==> config.mk <==
export PLATFORM = sky130hd
export DESIGN_NAME = page_table_walker_flat
export DESIGN_NICKNAME = d
export VERILOG_FILES = /design/src/rtl/tlb_pkg.sv /design/src/rtl/page_table_walker_if.sv /design/src/rtl/page_table_walker_pte_decode.sv /design/src/rtl/page_table_walker.sv /design/src/flat_wrapper.sv
export SDC_FILE = /design/constraint.sdc
export NUM_CORES = 1
export LEC_CHECK = 0
export CORE_ASPECT_RATIO = 1.75
export CORE_UTILIZATION = 42
export CTS_BUF_LIST = sky130_fd_sc_hd__clkbuf_8
export DETAILED_ROUTE_END_ITERATION = 7
export PLACE_DENSITY = 0.8
export SLEW_MARGIN = 20
export SYNTH_ARGS = -nofsm -noshare
export SYNTH_HDL_FRONTEND = slang
export SYNTH_HIERARCHICAL = 1
export SYNTH_SLANG_ARGS = --single-unit
==> constraint.sdc <==
create_clock -name clk -period 5.5 [get_ports clk]
set_input_delay 1.375 -clock clk [delete_from_list [all_inputs] [get_ports clk]]
set_output_delay 1.375 -clock clk [all_outputs]
set_load 0.02 [all_outputs]
==> src/rtl/tlb_pkg.sv <==
// Shared definitions for the TLB miss path: PTE layout, walker states and PTE classification.
package tlb_pkg;

    localparam int PTE_V = 0;
    localparam int PTE_R = 1;
    localparam int PTE_W = 2;
    localparam int PTE_X = 3;

    localparam int PAGE_SHIFT = 12;
    localparam int VPN_W      = 10;
    localparam int PPN_W      = 20;

    localparam logic [31:0] PTE_BASE_MASK = 32'hFFFF_FFF0;

    typedef enum logic [2:0] {
        IDLE,
        L1_REQ,
        L1_WAIT,
        L2_REQ,
        L2_WAIT,
        RESP
    } ptw_state_e;

    typedef enum logic [1:0] {
        PTE_INVALID,
        PTE_POINTER,
        PTE_LEAF
    } pte_kind_e;

    // Byte address of the 4-byte PTE selected by vpn inside the table at base (wraps mod 2^32).
    function automatic logic [31:0] pte_addr(input logic [31:0] base, input logic [VPN_W-1:0] vpn);
        return base + {{(32-VPN_W-2){1'b0}}, vpn, 2'b00};
    endfunction

endpackage

==> src/rtl/page_table_walker_if.sv <==
// Walk request/response and memory read channels of the page table walker.
interface page_table_walker_if;

    logic        walk_req_valid_i;
    logic        walk_req_ready_o;
    logic [31:0] walk_vaddr_i;
    logic        walk_resp_valid_o;
    logic        walk_resp_ready_i;
    logic [19:0] walk_ppn_o;
    logic [2:0]  walk_perm_o;
    logic        walk_super_o;
    logic        walk_fault_o;

    logic        mem_req_valid_o;
    logic        mem_req_ready_i;
    logic [31:0] mem_addr_o;
    logic        mem_resp_valid_i;
    logic        mem_resp_ready_o;
    logic [31:0] mem_data_i;

    modport master (
        input  walk_req_valid_i, walk_vaddr_i, walk_resp_ready_i,
        input  mem_req_ready_i, mem_resp_valid_i, mem_data_i,
        output walk_req_ready_o, walk_resp_valid_o, walk_ppn_o, walk_perm_o,
        output walk_super_o, walk_fault_o,
        output mem_req_valid_o, mem_addr_o, mem_resp_ready_o
    );

    modport slave (
        output walk_req_valid_i, walk_vaddr_i, walk_resp_ready_i,
        output mem_req_ready_i, mem_resp_valid_i, mem_data_i,
        input  walk_req_ready_o, walk_resp_valid_o, walk_ppn_o, walk_perm_o,
        input  walk_super_o, walk_fault_o,
        input  mem_req_valid_o, mem_addr_o, mem_resp_ready_o
    );

endinterface

==> src/rtl/page_table_walker_pte_decode.sv <==
// Combinational PTE classifier, shared with the TLB refill path.
module pte_decode
    import tlb_pkg::*;
(
    input  logic [31:0]      pte_i,
    input  logic             level1_i,
    output pte_kind_e        kind_o,
    output logic [PPN_W-1:0] ppn_o,
    output logic [2:0]       perm_o
);

    logic unused_pte_bits;
    assign unused_pte_bits = ^pte_i[PAGE_SHIFT-1:4];

    always_comb begin
        kind_o = PTE_INVALID;
        ppn_o  = '0;
        perm_o = '0;
        // W without R is a reserved encoding and is treated like V=0.
        if (pte_i[PTE_V] && !(pte_i[PTE_W] && !pte_i[PTE_R])) begin
            if (!pte_i[PTE_R] && !pte_i[PTE_W] && !pte_i[PTE_X]) begin
                kind_o = PTE_POINTER;
            end else if (level1_i && (pte_i[PAGE_SHIFT+VPN_W-1:PAGE_SHIFT] != '0)) begin
                kind_o = PTE_INVALID;
            end else begin
                kind_o = PTE_LEAF;
                ppn_o  = pte_i[31:PAGE_SHIFT];
                perm_o = {pte_i[PTE_X], pte_i[PTE_W], pte_i[PTE_R]};
            end
        end
    end

endmodule

==> src/rtl/page_table_walker.sv <==
// Two-level page table walker: one or two PTE reads per TLB miss, returns ppn/perm or a fault.
module page_table_walker
    import tlb_pkg::*;
#(
    parameter logic [31:0] ROOT_BASE = 32'h0000_0400
) (
    input  logic               clk,
    input  logic               rst,
    page_table_walker_if.master bus
);

    ptw_state_e        state_q, state_d;
    logic [19:0]       vpn_q, vpn_d;
    logic [31:0]       base_q, base_d;
    logic [PPN_W-1:0]  ppn_q, ppn_d;
    logic [2:0]        perm_q, perm_d;
    logic              super_q, super_d;
    logic              fault_q, fault_d;
    logic              walk_req_ready_q, walk_req_ready_d;
    logic              walk_resp_valid_q, walk_resp_valid_d;
    logic              mem_req_valid_q, mem_req_valid_d;
    logic              mem_resp_ready_q, mem_resp_ready_d;
    logic [31:0]       mem_addr_q, mem_addr_d;

    pte_kind_e         dec_kind;
    logic [PPN_W-1:0]  dec_ppn;
    logic [2:0]        dec_perm;

    logic unused_vaddr_bits;
    assign unused_vaddr_bits = ^bus.walk_vaddr_i[PAGE_SHIFT-1:0];

    pte_decode u_pte_decode (
        .pte_i    (bus.mem_data_i),
        .level1_i (state_q == L1_WAIT),
        .kind_o   (dec_kind),
        .ppn_o    (dec_ppn),
        .perm_o   (dec_perm)
    );

    always_comb begin
        state_d  = state_q;
        vpn_d    = vpn_q;
        base_d   = base_q;
        ppn_d    = ppn_q;
        perm_d   = perm_q;
        super_d  = super_q;
        fault_d  = fault_q;

        case (state_q)
            IDLE: begin
                if (bus.walk_req_valid_i && walk_req_ready_q) begin
                    vpn_d   = bus.walk_vaddr_i[31:PAGE_SHIFT];
                    state_d = L1_REQ;
                end
            end
            L1_REQ: begin
                if (bus.mem_req_ready_i) state_d = L1_WAIT;
            end
            L1_WAIT: begin
                if (bus.mem_resp_valid_i) begin
                    state_d = RESP;
                    ppn_d   = '0;
                    perm_d  = '0;
                    super_d = 1'b0;
                    fault_d = 1'b0;
                    case (dec_kind)
                        PTE_POINTER: begin
                            base_d  = bus.mem_data_i & PTE_BASE_MASK;
                            state_d = L2_REQ;
                        end
                        // Superpage: low ppn bits come from the VA, the PTE's must be zero.
                        PTE_LEAF: begin
                            ppn_d   = {dec_ppn[PPN_W-1:VPN_W], vpn_q[VPN_W-1:0]};
                            perm_d  = dec_perm;
                            super_d = 1'b1;
                        end
                        default: fault_d = 1'b1;
                    endcase
                end
            end
            L2_REQ: begin
                if (bus.mem_req_ready_i) state_d = L2_WAIT;
            end
            L2_WAIT: begin
                if (bus.mem_resp_valid_i) begin
                    state_d = RESP;
                    super_d = 1'b0;
                    if (dec_kind == PTE_LEAF) begin
                        ppn_d   = dec_ppn;
                        perm_d  = dec_perm;
                        fault_d = 1'b0;
                    end else begin
                        ppn_d   = '0;
                        perm_d  = '0;
                        fault_d = 1'b1;
                    end
                end
            end
            RESP: begin
                if (bus.walk_resp_ready_i) begin
                    state_d = IDLE;
                    ppn_d   = '0;
                    perm_d  = '0;
                    super_d = 1'b0;
                    fault_d = 1'b0;
                end
            end
            default: state_d = IDLE;
        endcase

        // Handshake outputs are registered, so they are derived from the next state.
        walk_req_ready_d  = (state_d == IDLE);
        walk_resp_valid_d = (state_d == RESP);
        mem_req_valid_d   = (state_d == L1_REQ) || (state_d == L2_REQ);
        mem_resp_ready_d  = (state_d == L1_WAIT) || (state_d == L2_WAIT);
        case (state_d)
            L1_REQ:  mem_addr_d = pte_addr(ROOT_BASE, vpn_d[19:VPN_W]);
            L2_REQ:  mem_addr_d = pte_addr(base_d, vpn_d[VPN_W-1:0]);
            default: mem_addr_d = '0;
        endcase
    end

    always_ff @(posedge clk) begin
        if (!rst) begin
            state_q           <= IDLE;
            vpn_q             <= '0;
            base_q            <= '0;
            ppn_q             <= '0;
            perm_q            <= '0;
            super_q           <= 1'b0;
            fault_q           <= 1'b0;
            walk_req_ready_q  <= 1'b0;
            walk_resp_valid_q <= 1'b0;
            mem_req_valid_q   <= 1'b0;
            mem_resp_ready_q  <= 1'b0;
            mem_addr_q        <= '0;
        end else begin
            state_q           <= state_d;
            vpn_q             <= vpn_d;
            base_q            <= base_d;
            ppn_q             <= ppn_d;
            perm_q            <= perm_d;
            super_q           <= super_d;
            fault_q           <= fault_d;
            walk_req_ready_q  <= walk_req_ready_d;
            walk_resp_valid_q <= walk_resp_valid_d;
            mem_req_valid_q   <= mem_req_valid_d;
            mem_resp_ready_q  <= mem_resp_ready_d;
            mem_addr_q        <= mem_addr_d;
        end
    end

    assign bus.walk_req_ready_o  = walk_req_ready_q;
    assign bus.walk_resp_valid_o = walk_resp_valid_q;
    assign bus.walk_ppn_o        = ppn_q;
    assign bus.walk_perm_o       = perm_q;
    assign bus.walk_super_o      = super_q;
    assign bus.walk_fault_o      = fault_q;
    assign bus.mem_req_valid_o   = mem_req_valid_q;
    assign bus.mem_addr_o        = mem_addr_q;
    assign bus.mem_resp_ready_o  = mem_resp_ready_q;

endmodule

==> src/flat_wrapper.sv <==
// flat-port wrapper written by rule: the top's interface ports become plain ports
module page_table_walker_flat import tlb_pkg::*;
#(
    parameter logic [31:0] ROOT_BASE = 32'h0000_0400
)
  (clk, rst, bus_walk_req_valid_i, bus_walk_vaddr_i, bus_walk_resp_ready_i, bus_mem_req_ready_i, bus_mem_resp_valid_i, bus_mem_data_i, bus_walk_req_ready_o, bus_walk_resp_valid_o, bus_walk_ppn_o, bus_walk_perm_o, bus_walk_super_o, bus_walk_fault_o, bus_mem_req_valid_o, bus_mem_addr_o, bus_mem_resp_ready_o);
  page_table_walker_if bus_i ();
  input  logic clk;
  input  logic rst;
  input wire logic [$bits(bus_i.walk_req_valid_i)-1:0] bus_walk_req_valid_i;
  input wire logic [$bits(bus_i.walk_vaddr_i)-1:0] bus_walk_vaddr_i;
  input wire logic [$bits(bus_i.walk_resp_ready_i)-1:0] bus_walk_resp_ready_i;
  input wire logic [$bits(bus_i.mem_req_ready_i)-1:0] bus_mem_req_ready_i;
  input wire logic [$bits(bus_i.mem_resp_valid_i)-1:0] bus_mem_resp_valid_i;
  input wire logic [$bits(bus_i.mem_data_i)-1:0] bus_mem_data_i;
  output wire logic [$bits(bus_i.walk_req_ready_o)-1:0] bus_walk_req_ready_o;
  output wire logic [$bits(bus_i.walk_resp_valid_o)-1:0] bus_walk_resp_valid_o;
  output wire logic [$bits(bus_i.walk_ppn_o)-1:0] bus_walk_ppn_o;
  output wire logic [$bits(bus_i.walk_perm_o)-1:0] bus_walk_perm_o;
  output wire logic [$bits(bus_i.walk_super_o)-1:0] bus_walk_super_o;
  output wire logic [$bits(bus_i.walk_fault_o)-1:0] bus_walk_fault_o;
  output wire logic [$bits(bus_i.mem_req_valid_o)-1:0] bus_mem_req_valid_o;
  output wire logic [$bits(bus_i.mem_addr_o)-1:0] bus_mem_addr_o;
  output wire logic [$bits(bus_i.mem_resp_ready_o)-1:0] bus_mem_resp_ready_o;
  assign bus_i.walk_req_valid_i = bus_walk_req_valid_i;
  assign bus_i.walk_vaddr_i = bus_walk_vaddr_i;
  assign bus_i.walk_resp_ready_i = bus_walk_resp_ready_i;
  assign bus_i.mem_req_ready_i = bus_mem_req_ready_i;
  assign bus_i.mem_resp_valid_i = bus_mem_resp_valid_i;
  assign bus_i.mem_data_i = bus_mem_data_i;
  assign bus_walk_req_ready_o = bus_i.walk_req_ready_o;
  assign bus_walk_resp_valid_o = bus_i.walk_resp_valid_o;
  assign bus_walk_ppn_o = bus_i.walk_ppn_o;
  assign bus_walk_perm_o = bus_i.walk_perm_o;
  assign bus_walk_super_o = bus_i.walk_super_o;
  assign bus_walk_fault_o = bus_i.walk_fault_o;
  assign bus_mem_req_valid_o = bus_i.mem_req_valid_o;
  assign bus_mem_addr_o = bus_i.mem_addr_o;
  assign bus_mem_resp_ready_o = bus_i.mem_resp_ready_o;
  page_table_walker #(.ROOT_BASE(ROOT_BASE)) u_core (.clk(clk), .rst(rst), .bus(bus_i));
endmodule
# Word-level counts from Yosys, hierarchy flattened
# Cells that the tools add are included.
dict set report totals {
  wordCells 94
  input_bits 70
  regBits 116
}
dict set report op_classes {
  n_mux 43
  addsub 2
  n_eq_ne 16
  n_reduce_logical 21
}
# operator n
set ops {}
lappend ops {{20-bit 2-to-1 mux} 10}
lappend ops {{32-bit 2-to-1 mux} 3}
lappend ops {{32-bit case mux with 2 select lines} 1}
lappend ops {{20-bit case mux with 3 select lines} 1}
lappend ops {{3-bit 2-to-1 mux} 13}
lappend ops {{32-bit by 12-bit adder with 32-bit output} 1}
lappend ops {{3-bit case mux with 6 select lines} 1}
lappend ops {{11-bit by 12-bit adder with 13-bit output (first input constant)} 1}
lappend ops {{3-bit by 2-bit == test with 1-bit output (second input constant)} 4}
lappend ops {{3-bit == test (second input constant)} 4}
lappend ops {{10-bit nonzero test} 1}
lappend ops {{1-bit 2-to-1 mux} 8}
lappend ops {{3-bit by 1-bit == test with 1-bit output (second input constant)} 2}
lappend ops {{1-bit logical AND} 6}
lappend ops {{3-bit logical NOT} 2}
lappend ops {{2-bit 2-to-1 mux} 3}
lappend ops {{2-bit inequality test (second input constant)} 3}
lappend ops {{1-bit case mux with 3 select lines} 2}
lappend ops {{3-bit case mux with 2 select lines} 1}
lappend ops {{1-bit logical NOT} 4}
lappend ops {{4-bit AND reduction} 1}
lappend ops {{2-bit OR reduction} 2}
lappend ops {{3-bit AND reduction} 1}
lappend ops {{3-bit nonzero test} 1}
lappend ops {{5 further kinds} 6}

# Depth between registers and ports, before layout
# Gate-level depths: netlist of run 1.
dict set report depth {
  depth_word 11
  depth_mapped 24
  mapped_depth_nobuf 16
}

# Cells and area by module
# The synthesis of run 1 kept the hierarchy.
# module cells_each area_per_inst_um2 n_inst seq_area_each_um2
set modules_own_cells {}
lappend modules_own_cells {page_table_walker 622 5346.4 1 2322.2}
lappend modules_own_cells {pte_decode 39 336.6 1 0.0}

# Least setup slack after synthesis of run 1
# OpenSTA, ideal clock, no wires.
dict set report synth_timing {
  kind {input to register}
  start {in bus_mem_data_i[3]}
  end {reg u_core.mem_addr_q[12] (netlist: u_core/bus.mem_addr_o[12])}
  t_required_ps 5381
  stages 20
  arrival_ps 4944
  setup_slack_ps 436
  setup_time_ps 119
  path_buffers 5
  cell_sequence {nor2b_1 o21ai_1 buf_2 nor2_1 inv_1 ha_1 buf_4 clkinv_1 nor2_2 buf_6 buf_2 nand2_1 nand2_1 ha_1 a21o_1 a221o_1 a311oi_4 buf_4 xnor2_1 o21ai_1}
}
dict set report synth_between {
  elab_chain_len 10
}
# element line
set synth_rtl {}
lappend synth_rtl {{start: declaration} flat_wrapper.sv:15} ;# input wire logic [$bits(bus_i.mem_data_i)-1:0] bus_mem_data_i;
lappend synth_rtl {{1-bit logical NOT} page_table_walker_pte_decode.sv:21} ;# if (!pte_i[PTE_R] && !pte_i[PTE_W] && !pte_i[PTE_X]) begin
lappend synth_rtl {{1-bit logical AND} page_table_walker_pte_decode.sv:21}
lappend synth_rtl {{2-bit 2-to-1 mux} page_table_walker_pte_decode.sv:21}
lappend synth_rtl {{2-bit 2-to-1 mux} page_table_walker_pte_decode.sv:20} ;# if (pte_i[PTE_V] && !(pte_i[PTE_W] && !pte_i[PTE_R])) begin
lappend synth_rtl {{net u_core.dec_kind[1]} page_table_walker.sv:25} ;# pte_kind_e dec_kind;
lappend synth_rtl {{2-bit by 1-bit == test with 1-bit output} page_table_walker.sv:66} ;# case (dec_kind)
lappend synth_rtl {{32-bit 2-to-1 mux} page_table_walker.sv:66}
lappend synth_rtl {{32-bit 2-to-1 mux} page_table_walker.sv:60} ;# if (bus.mem_resp_valid_i) begin
lappend synth_rtl {{32-bit 2-to-1 mux} page_table_walker.sv:49} ;# case (state_q)
lappend synth_rtl {{net u_core.base_d[6]} page_table_walker.sv:14} ;# logic [31:0] base_q, base_d;
lappend synth_rtl {{32-bit by 12-bit adder with 32-bit output} tlb_pkg.sv:32} ;# return base + {{(32-VPN_W-2){1'b0}}, vpn, 2'b00};
lappend synth_rtl {{32-bit case mux with 2 select lines} page_table_walker.sv:116} ;# case (state_d)
lappend synth_rtl {{end signal: assignment} page_table_walker.sv:149} ;# mem_addr_q <= mem_addr_d;
lappend synth_rtl {{end: declaration} page_table_walker.sv:23} ;# logic [31:0] mem_addr_q, mem_addr_d;
# The timed path passes the listed nets, and every way through them passes these cells.
# A chain may end at the register's enable or synchronous reset.

# Worst setup path in the final report of run 1
dict set report layout_timing {
  start {in bus_mem_data_i[0]}
  end {reg u_core.mem_addr_q[28] (netlist: u_core/bus.mem_addr_o[28])}
}
dict set report layout_between {
  elab_chain_len 8
}
# element line
set layout_rtl {}
lappend layout_rtl {{1-bit logical AND} page_table_walker_pte_decode.sv:20}
lappend layout_rtl {{2-bit 2-to-1 mux} page_table_walker_pte_decode.sv:20}
lappend layout_rtl {{net u_core.dec_kind[0]} page_table_walker.sv:25}
lappend layout_rtl {{2-bit by 1-bit == test with 1-bit output} page_table_walker.sv:66}
lappend layout_rtl {{32-bit 2-to-1 mux} page_table_walker.sv:66}
lappend layout_rtl {{32-bit 2-to-1 mux} page_table_walker.sv:60}
lappend layout_rtl {{32-bit 2-to-1 mux} page_table_walker.sv:49}
lappend layout_rtl {{net u_core.base_d[6]} page_table_walker.sv:14}
lappend layout_rtl {{32-bit by 12-bit adder with 32-bit output} tlb_pkg.sv:32}
lappend layout_rtl {{32-bit case mux with 2 select lines} page_table_walker.sv:116}
# The timed path passes the listed nets, and every way through them passes these cells.

==> run_results.csv, run 1 <==
group,metric,value,unit
synth,synth-edff-count,0,
drt,postRouteAntennaNets,0,
clocking,cts_tree,"done",
sta,slew_viol_final,0,
cells_and_area,area_growth,33.1,%
sta,tightest_slew,1.04,ns
cells_and_area,layout.nets,874,
clocking,cts-htree-levels,4,
global_route,grt_first_pass_wirelength,26400,um
cells_and_area,postLayoutCellArea,0.00757,mm2
floorplan,io_pins,131,
pwr,ir_worst_vdd,0.133,mV
critical_path,worstRegToRegCells,18,
hold_path,hp-class,"flip-flop to flip-flop",
clocking,clk_latency,0.42,ns
sta,rsz0062_at_grt,"false",
synth,avgSynthCellArea,8.60,um2
sta,fin_setup_tns,0,ns
critical_path,critPathCaptureType,"flip-flop",
placed_design,hpwl,12300,um
clocking,cts_resized,0,
global_route,grt_pass1_vias,5386,
synth,synth_cells,661,
floorplan,dieArea,0.0140,mm2
cells_and_area,fillers,1168,
critical_path,reg2reg_to,"u_core/bus.mem_addr_o[28]",
hold_path,min_from,"u_core/bus.walk_ppn_o[12]",
cells_and_area,drive_gt1_share,10.7,%
global_route,antenna_found_initial,0,
placed_design,dp_cells,941,
sta,fin_crit,4.93,ns
floorplan,start_util,43.5,%
critical_path,crit_type,"input port to flip-flop",
sta,fin_crit_sh,89.7,%
run,drv_cap,0,
drt,wl,17000,um
pwr,p_total,1.99,mW
critical_path,setup.worst_path.start,"bus_mem_data_i[0]",
hold_path,whs_endpoint,"u_core/bus.walk_ppn_o[12]",
drt,post_drt_wl_per_cell,17.5,um
clocking,clock-sinks,116,
synth,synth_cell_types,59,
cells_and_area,stdcell_count,973,
cells_and_area,layout_commonest_cell,"clkdlybuf4s50_1",
floorplan,fp.coreArea,0.0131,mm2
sta,setup_viol,0,
status,status,"finished, final reports clean",
sta,slew_headroom,30.7,%
clocking,clockBufferDepth,2,
sta,clock_skew,0.00828,ns
synth,synth_ff_type,"dfxtp_1",
cells_and_area,antenna_cells,0,
synth,syn_area,0.00568,mm2
synth,async_flop_share,0,%
hold_path,whs_path_depth,2,
drt,drc,0,
clocking,cts_hold_buffers,0,
clocking,cts.clk_slew.worst_paths,0.07,ns
floorplan,core.rowCount,55,
critical_path,critPathRequiredTime,5.83,ns
sta,hold_violations,0,
critical_path,reg2reg_from,"u_core/state_q[1]",
synth,synth_nets,746,
floorplan,die_h,156,um
synth,seq_area_frac_synth,40.9,%
global_route,grt_max_degree,44,
global_route,track_usage,24.4,%
critical_path,r2r_slack,1.14,ns
placed_design,dpl_cell_area,0.00713,mm2
drt,vias,5506,
drt,detail_route.vias_per_cell,5.66,
sta,fin_hold_ws,0.452,ns
drt,firstDrtPassIters,6,
synth,ys_ff_latch,116,
sta,fmax,203,MHz
synth,ys_warn_count,6,
placed_design,port_buffers,118,
clocking,numCtsBuffers,17,
pwr,leakagePower,2.78,nW
drt,drt_iter0_markers,359,
cells_and_area,multi_input_area,0.00312,mm2
cells_and_area,seqCellArea,0.00232,mm2
placed_design,gp_congestion,0.935,
critical_path,cp.arrival,5.26,ns
global_route,overflow,0,
clocking,post_cts_buffers,0,
cells_and_area,mostFrequentLayoutCells,"clkdlybuf4s50_1, dfxtp_1, nand2_1",
cells_and_area,final_util,57.9,%
pwr,power_density,263,mW/mm2
clocking,cts-root-buf,"clkbuf_8",
placed_design,place_ws,0.227,ns
critical_path,critPathMaxFanout,18,
critical_path,start_kind,"input port",
sta,timing.final.ws_setup,0.565,ns
floorplan,die_w,89.9,um
## area by class of cell
class / instances / share of cell area, %
multi-input combinational: 496 / 41.2
sequential: 116 / 30.7
timing repair buffer: 153 / 19.2
clock buffer: 20 / 3.64
tap: 171 / 2.83
clock inverter: 12 / 2.13
inverter: 5 / 0.248
## metal layers
| layer | global-route usage, % | vias up | part of all wire (%) |
|---|---|---|---|
| met5 | 0 | - | 0 |
| met4 | 14.0 | 0 | 4.1 |
| met3 | 4.73 | 48 | 4.8 |
| met2 | 47.4 | 227 | 55 |
| met1 | 23.8 | 2593 | 36 |
| li1 | - | 2638 | - |
## where the power goes
part	switching, mW	internal [mW]
combinational	0.145	0.112
sequential	0.0135	0.861
clock	0.332	0.523
total	0.491	1.50
## kinds of logic after synthesis
family	count (synthesis)	share of synthesized area [%]
buffers and inverters	49	4.45
XOR/XNOR	10	1.54
AO/OA/AOI/OAI	125	15.8
flip-flops	116	40.9
multiplexers	24	4.29
AND/OR/NAND/NOR	322	29.6
adder cells (fa/ha/maj)	15	3.43
## state kept, by name (all words and copies together) (netlist names)
signal	count
u_core/bus.walk_fault_o	1
u_core/bus.mem_req_valid_o	1
u_core/bus.walk_perm_o	3
u_core/bus.walk_ppn_o	20
u_core/bus.walk_req_ready_o	1
u_core/vpn_q	20
u_core/state_q	3
u_core/base_q	32
u_core/bus.mem_resp_ready_o	1
u_core/bus.mem_addr_o	32
u_core/bus.walk_super_o	1
u_core/bus.walk_resp_valid_o	1
## cells in the mapped netlist, types with 7 or more instances
cell type | instances | share of area, %
dfxtp_1 | 116 | 41
nand2_1 | 106 | 7.0
a21oi_1 | 46 | 4.1
nor2_1 | 46 | 3.0
nor3_1 | 39 | 3.4
clkbuf_1 | 22 | 1.5
and2_1 | 21 | 2.3
mux2i_1 | 21 | 3.7
nand3_1 | 21 | 1.8
nand4_1 | 20 | 2.2
nor3b_1 | 17 | 2.2
ha_1 | 14 | 3.1
buf_2 | 13 | 1.1
nor4_1 | 13 | 1.4
a221oi_1 | 11 | 1.7
and3_1 | 9 | 0.99
o31a_1 | 9 | 1.4
a22o_1 | 8 | 1.2
o21a_1 | 8 | 1.1
nor3b_2 | 7 | 1.5
## worst max-delay path, cell delays in order
cell and delay, ns:
clkdlybuf4s50_1 0.54, nor4b_1 0.41, buf_4 0.21, ha_1 0.25, clkinv_1 0.13, nor2_2 0.40
nand2_1 0.13, nand2_1 0.08, ha_1 0.28, a21o_1 0.20, a221o_1 0.38, a311oi_4 0.32
buf_12 0.20, nor4_1 0.08, mux2i_1 0.26
## how the worst max path moves through the flow
stage	to	depth (start not counted)
final	u_core/bus.mem_addr_o[28]	15
after global routing	u_core/bus.mem_addr_o[28]	15
after CTS	u_core/bus.mem_addr_o[28]	15
after detailed placement	u_core/bus.mem_addr_o[28]	15
after global placement	u_core/bus.mem_addr_o[22]	15
after floorplan	u_core/bus.mem_addr_o[12]	20
(Power assumes the default switching activity.)
==> run 2: changes to the inputs <==
--- a/config.mk
+++ b/config.mk
@@ -6,10 +6,12 @@
 export NUM_CORES = 1
 export LEC_CHECK = 0
 export CORE_ASPECT_RATIO = 1.75
+export CORE_MARGIN = 1.5
 export CORE_UTILIZATION = 42
 export CTS_BUF_LIST = sky130_fd_sc_hd__clkbuf_8
 export DETAILED_ROUTE_END_ITERATION = 7
 export PLACE_DENSITY = 0.8
+export SKIP_LAST_GASP = 1
 export SLEW_MARGIN = 20
 export SYNTH_ARGS = -nofsm -noshare
 export SYNTH_HDL_FRONTEND = slang
==> run_results.csv, run 2 (synthesized netlist as in run 1, its figures left out) <==
group,metric,value,unit
clocking,cts_tree,"done",
cells_and_area,area_growth,33.8,%
sta,fin_crit,4.80,ns
pwr,leakagePower,2.80,nW
global_route,antenna_found_initial,0,
floorplan,core.rowCount,56,
clocking,cts-root-buf,"clkbuf_8",
placed_design,gp_congestion,0.960,
drt,firstDrtPassIters,5,
clocking,cts-htree-levels,4,
floorplan,start_util,42.7,%
cells_and_area,fillers,1218,
drt,vias,5546,
sta,setup_viol,0,
clocking,cts.clk_slew.worst_paths,0.07,ns
sta,fmax,208,MHz
critical_path,slowest_delay,0.49,ns
pwr,power_frac_seq,44.7,%
cells_and_area,multi_input_area,0.00312,mm2
global_route,grt_max_degree,38,
sta,hold_violations,0,
critical_path,critPathBufInv,3,
clocking,numCtsBuffers,17,
global_route,overflow,0,
sta,rsz0062_at_grt,"false",
critical_path,cp.arrival,5.14,ns
sta,clock_skew,0.0114,ns
critical_path,critPathMaxFanout,18,
cells_and_area,layout_commonest_cell,"clkdlybuf4s50_1",
drt,post_drt_wl_per_cell,17.8,um
cells_and_area,layout.nets,879,
cells_and_area,drive_gt1_share,11.6,%
critical_path,critPathRequiredTime,5.84,ns
floorplan,dieArea,0.0143,mm2
clocking,clock-sinks,116,
clocking,clockBufferDepth,2,
cells_and_area,antenna_cells,0,
critical_path,critPathTopFamily,"simple AND/OR/NAND/NOR gates",
critical_path,crit_type,"input port to flip-flop",
drt,postRouteAntennaNets,0,
drt,detail_route.vias_per_cell,5.65,
clocking,cts_resized,0,
clocking,clk_latency,0.44,ns
floorplan,fp.coreArea,0.0133,mm2
clocking,cts_hold_buffers,0,
sta,fin_setup_tns,0,ns
drt,wl,17400,um
global_route,grt_pass1_vias,5422,
sta,slew_headroom,28.7,%
pwr,sw_frac_of_total,26.2,%
pwr,power_density,258,mW/mm2
sta,slew_viol_final,0,
critical_path,crit_top_cell,"nand2_1",
sta,fin_crit_sh,87.2,%
floorplan,die_h,157,um
pwr,p_int,1.45,mW
global_route,grt_first_pass_wirelength,27000,um
placed_design,port_buffers,118,
floorplan,die_w,90.9,um
pwr,power.switching,0.512,mW
critical_path,critPathCaptureType,"flip-flop",
critical_path,crit_chain,"clkdlybuf4s50_1 > nor4_4 > a31oi_4 > nor2_1 > inv_1 > ha_1 > nand2_1 > nand2_1 > nand2_1 > ha_1 > a21o_1 > a221o_1 > a311oi_4 > buf_12 > nor2_1 > nor3_1",
critical_path,slowest_stage,"clkdlybuf4s50_1",
placed_design,hpwl,12700,um
hold_path,hp-class,"flip-flop to flip-flop",
critical_path,start_kind,"input port",
clocking,post_cts_buffers,0,
cells_and_area,seqCellArea,0.00232,mm2
drt,drc,0,
pwr,power_frac_clock,42.0,%
sta,fin_hold_ws,0.451,ns
drt,drt_iter0_markers,365,
run,drv_cap,0,
pwr,ir_worst_vdd,0.144,mV
global_route,track_usage,24.6,%
floorplan,io_pins,131,
status,status,"finished, final reports clean",
sta,tightest_slew,1.07,ns
cells_and_area,mostFrequentLayoutCells,"clkdlybuf4s50_1, dfxtp_1, nand2_1",
pwr,comb_power_share,13.3,%
-- run 2: worst min-delay path: stages, from the launching register on --
cell and delay (ns):
dfxtp_1 0.31, nand2_1 0.05, a21oi_1 0.05
-- run 2: power groups by stage --
stage,Combinational [mW],Sequential (mW),Clock (mW)
after CTS,0.259,0.875,0.835
after global routing,0.281,0.876,0.875
final,0.261,0.875,0.821
after detailed placement,0.257,0.893,0
after floorplan,0.124,0.899,0
after global placement,0.255,0.893,0
-- run 2: cell type report --
class	instances	area share [%]
multi-input cells	496	41.0
inverters	5	0.247
flip-flops and latches	116	30.6
clock inverters	13	2.06
well taps	174	2.86
clock buffers	19	3.44
repair buffers	158	19.8
-- run 2: final timing paths --
check                            startpoint                   endpoint  slack (ns)  cells past startpoint
setup / recovery         bus_mem_data_i[20]  u_core/bus.mem_addr_o[22]        0.70                     16
hold / removal    u_core/bus.walk_ppn_o[10]  u_core/bus.walk_ppn_o[10]        0.45                      2
hold reg to reg   u_core/bus.walk_ppn_o[10]  u_core/bus.walk_ppn_o[10]        0.45                      2
setup reg to reg          u_core/state_q[1]  u_core/bus.mem_addr_o[22]        1.32                     17
-- run 2: metrics by stage --
stage / power (mW) / setup WS, ns / cell area [um2] / cells / util [%]
floorplan: 1.02 / 0.436 / 5680 / 661 / -
global placement: 1.15 / 0.320 / 7180 / 949 / 54.0
detailed placement: 1.15 / 0.312 / 7180 / 949 / 54.0
CTS: 1.97 / 0.755 / 7600 / 981 / 57.1
global route: 2.03 / 0.476 / 7600 / 981 / 57.1
finish: 1.96 / 0.702 / 7600 / 981 / 57.1
-- run 2: layer usage --
| layer | track usage (%) | routed length (um) | vias to the layer above |
|---|---|---|---|
| met5 | 0 | 0 | - |
| met2 | 45.5 | 9410 | 253 |
| li1 | - | - | 2655 |
| met4 | 14.7 | 757 | 0 |
| met1 | 25.2 | 6200 | 2587 |
| met3 | 5.05 | 1080 | 51 |
==> run 3: changes to the inputs <==
--- a/config.mk
+++ b/config.mk
@@ -6,7 +6,6 @@
 export NUM_CORES = 1
 export LEC_CHECK = 0
 export CORE_ASPECT_RATIO = 1.75
-export CORE_MARGIN = 1.5
 export CORE_UTILIZATION = 42
 export CTS_BUF_LIST = sky130_fd_sc_hd__clkbuf_8
 export DETAILED_ROUTE_END_ITERATION = 7
==> constraint.sdc (replaced) <==
create_clock -name clk -period 5.1 [get_ports clk]
set_input_delay 1.275 -clock clk [delete_from_list [all_inputs] [get_ports clk]]
set_output_delay 1.275 -clock clk [all_outputs]
set_load 0.02 [all_outputs]
==> run_results.csv, run 3 (synthesized netlist as in run 1, its figures left out) <==
group,metric,value,unit
cells_and_area,mostFrequentLayoutCells,"clkdlybuf4s50_1, dfxtp_1, nand2_1",
floorplan,die_h,156,um
critical_path,critPathCaptureType,"flip-flop",
pwr,sw_frac_of_total,24.9,%
clocking,cts_hold_buffers,0,
pwr,power.switching,0.531,mW
sta,rsz0062_at_grt,"false",
pwr,power_frac_seq,44.1,%
pwr,comb_power_share,13.5,%
drt,post_drt_wl_per_cell,17.7,um
pwr,power_frac_clock,42.4,%
clocking,post_cts_buffers,0,
hold_path,hp-class,"flip-flop to flip-flop",
global_route,grt_util_met1,24.3,%
sta,fin_setup_tns,0,ns
drt,wl,17400,um
drt,vias,5636,
critical_path,slowest_delay,0.46,ns
cells_and_area,area_growth,35.0,%
global_route,grt_first_pass_wirelength,27100,um
clocking,clockBufferDepth,2,
global_route,grt-busiest-layer,"met2",
placed_design,port_buffers,118,
clocking,cts_tree,"done",
cells_and_area,layout_commonest_cell,"clkdlybuf4s50_1",
global_route,track_usage,25.0,%
pwr,p_int,1.61,mW
cells_and_area,fillers,1160,
critical_path,critPathMaxFanout,18,
cells_and_area,postLayoutCellArea,0.00767,mm2
sta,fin_crit,4.54,ns
critical_path,crit_chain,"clkdlybuf4s50_1 > nor4_4 > a31oi_4 > nor2_1 > inv_1 > ha_1 > nand2_1 > nand2_1 > nand2_1 > ha_1 > a21o_1 > a221o_1 > a311oi_4 > buf_12 > o31a_1 > nor3_1",
pwr,p_total,2.14,mW
floorplan,io_pins,131,
global_route,met2_usage,46.2,%
sta,hold_violations,0,
sta,clock_skew,0.00908,ns
drt,postRouteAntennaNets,0,
floorplan,dieArea,0.0140,mm2
floorplan,fp.coreArea,0.0131,mm2
floorplan,start_util,43.5,%
pwr,power_density,279,mW/mm2
drt,drt_iter0_markers,390,
global_route,overflow,0,
clocking,numCtsBuffers,17,
pwr,leakagePower,2.85,nW
run,drv_cap,0,
critical_path,critPathTopFamily,"compound AO/OA/AOI/OAI gates",
floorplan,core.rowCount,55,
critical_path,cp.arrival,4.85,ns
placed_design,gp_congestion,0.954,
cells_and_area,antenna_cells,0,
sta,slew_headroom,32.0,%
sta,fin_crit_sh,89.0,%
clocking,cts-htree-levels,4,
clocking,cts-root-buf,"clkbuf_8",
sta,fmax,220,MHz
clocking,cts_resized,0,
cells_and_area,drive_gt1_share,12.5,%
placed_design,hpwl,12600,um
cells_and_area,stdcell_count,988,
critical_path,crit_type,"input port to flip-flop",
global_route,antenna_found_initial,0,
placed_design,dp_cells,957,
sta,tightest_slew,1.02,ns
clocking,clk_latency,0.44,ns
critical_path,critPathBufInv,3,
critical_path,start_kind,"input port",
global_route,grt_max_degree,63,
critical_path,critPathRequiredTime,5.41,ns
critical_path,slowest_stage,"clkdlybuf4s50_1",
clocking,cts.clk_slew.worst_paths,0.07,ns
drt,drc,0,
critical_path,crit_top_cell,"nand2_1",
placed_design,dpl_cell_area,0.00725,mm2
pwr,ir_worst_vdd,0.150,mV
cells_and_area,layout.nets,890,
global_route,grt_pass1_vias,5468,
drt,detail_route.vias_per_cell,5.70,
sta,setup_viol,0,
drt,firstDrtPassIters,5,
status,status,"finished, final reports clean",
floorplan,die_w,89.9,um
clocking,clock-sinks,116,
sta,slew_viol_final,0,
global_route,grtUsageMet3,4.39,%
## run 3: changes by cell type in the layout (fill, tap and decap cells not counted), sizes merged
cell,delta
bufinv,+1
inv,+1
clkinv,-3
buf,+11
## run 3: stage by stage
stage                     util [%]  setup WS (ns)  hold slack [ns]
after floorplan                  -          0.136            0.440
after global routing          58.7          0.297            0.478
after global placement        55.4          0.230            0.439
after CTS                     58.7          0.625            0.455
final                         58.7          0.559            0.453
after detailed placement      55.4          0.166            0.446
## run 3: worst register-to-register path: stages (launching register included)
cell and delay, ns:
dfxtp_1 0.57, nor3b_1 0.27, buf_4 0.21, inv_1 0.09
a31oi_4 0.19, nor2_1 0.10, inv_1 0.09, ha_1 0.18
nand2_1 0.09, and2_1 0.19, ha_1 0.20, fa_1 0.40
a21o_1 0.23, a221o_1 0.34, a311oi_4 0.31, buf_12 0.20
o31a_1 0.22, nor3_1 0.07
## run 3: cell type report
class                           instances  area [um2]  share of cell area (%)
Multi-Input combinational cell        496        3120                    40.6
Clock buffer                           19         262                    3.41
Tap cell                              171         214                    2.79
Sequential cell                       116        2320                    30.3
Timing Repair Buffer                  169        1580                    20.5
Inverter                                5        18.8                   0.245
Clock inverter                         12         163                    2.12
## run 3: power groups by stage
stage	registers [mW]	logic [mW]	clock network, mW
after global routing	0.945	0.308	0.966
final	0.943	0.289	0.905
after floorplan	0.969	0.134	0
after detailed placement	0.963	0.284	0
after global placement	0.962	0.281	0
after CTS	0.943	0.286	0.923
## run 3: routing by layer
metal	up-vias	part of all wire, %
met5	-	0
met4	0	6.8
met3	79	5.5
met2	256	53
met1	2634	35
li1	2667	-
## run 3: final timing paths
check	endpoint	slack [ns]	depth (start not counted)	start
setup / recovery	u_core/bus.mem_addr_o[22]	0.56	16	bus_mem_data_i[20]
hold / removal	u_core/bus.walk_ppn_o[13]	0.45	2	u_core/bus.walk_ppn_o[13]
setup reg to reg	u_core/bus.mem_addr_o[22]	1.04	17	u_core/state_q[1]
hold reg to reg	u_core/bus.walk_ppn_o[13]	0.45	2	u_core/bus.walk_ppn_o[13]
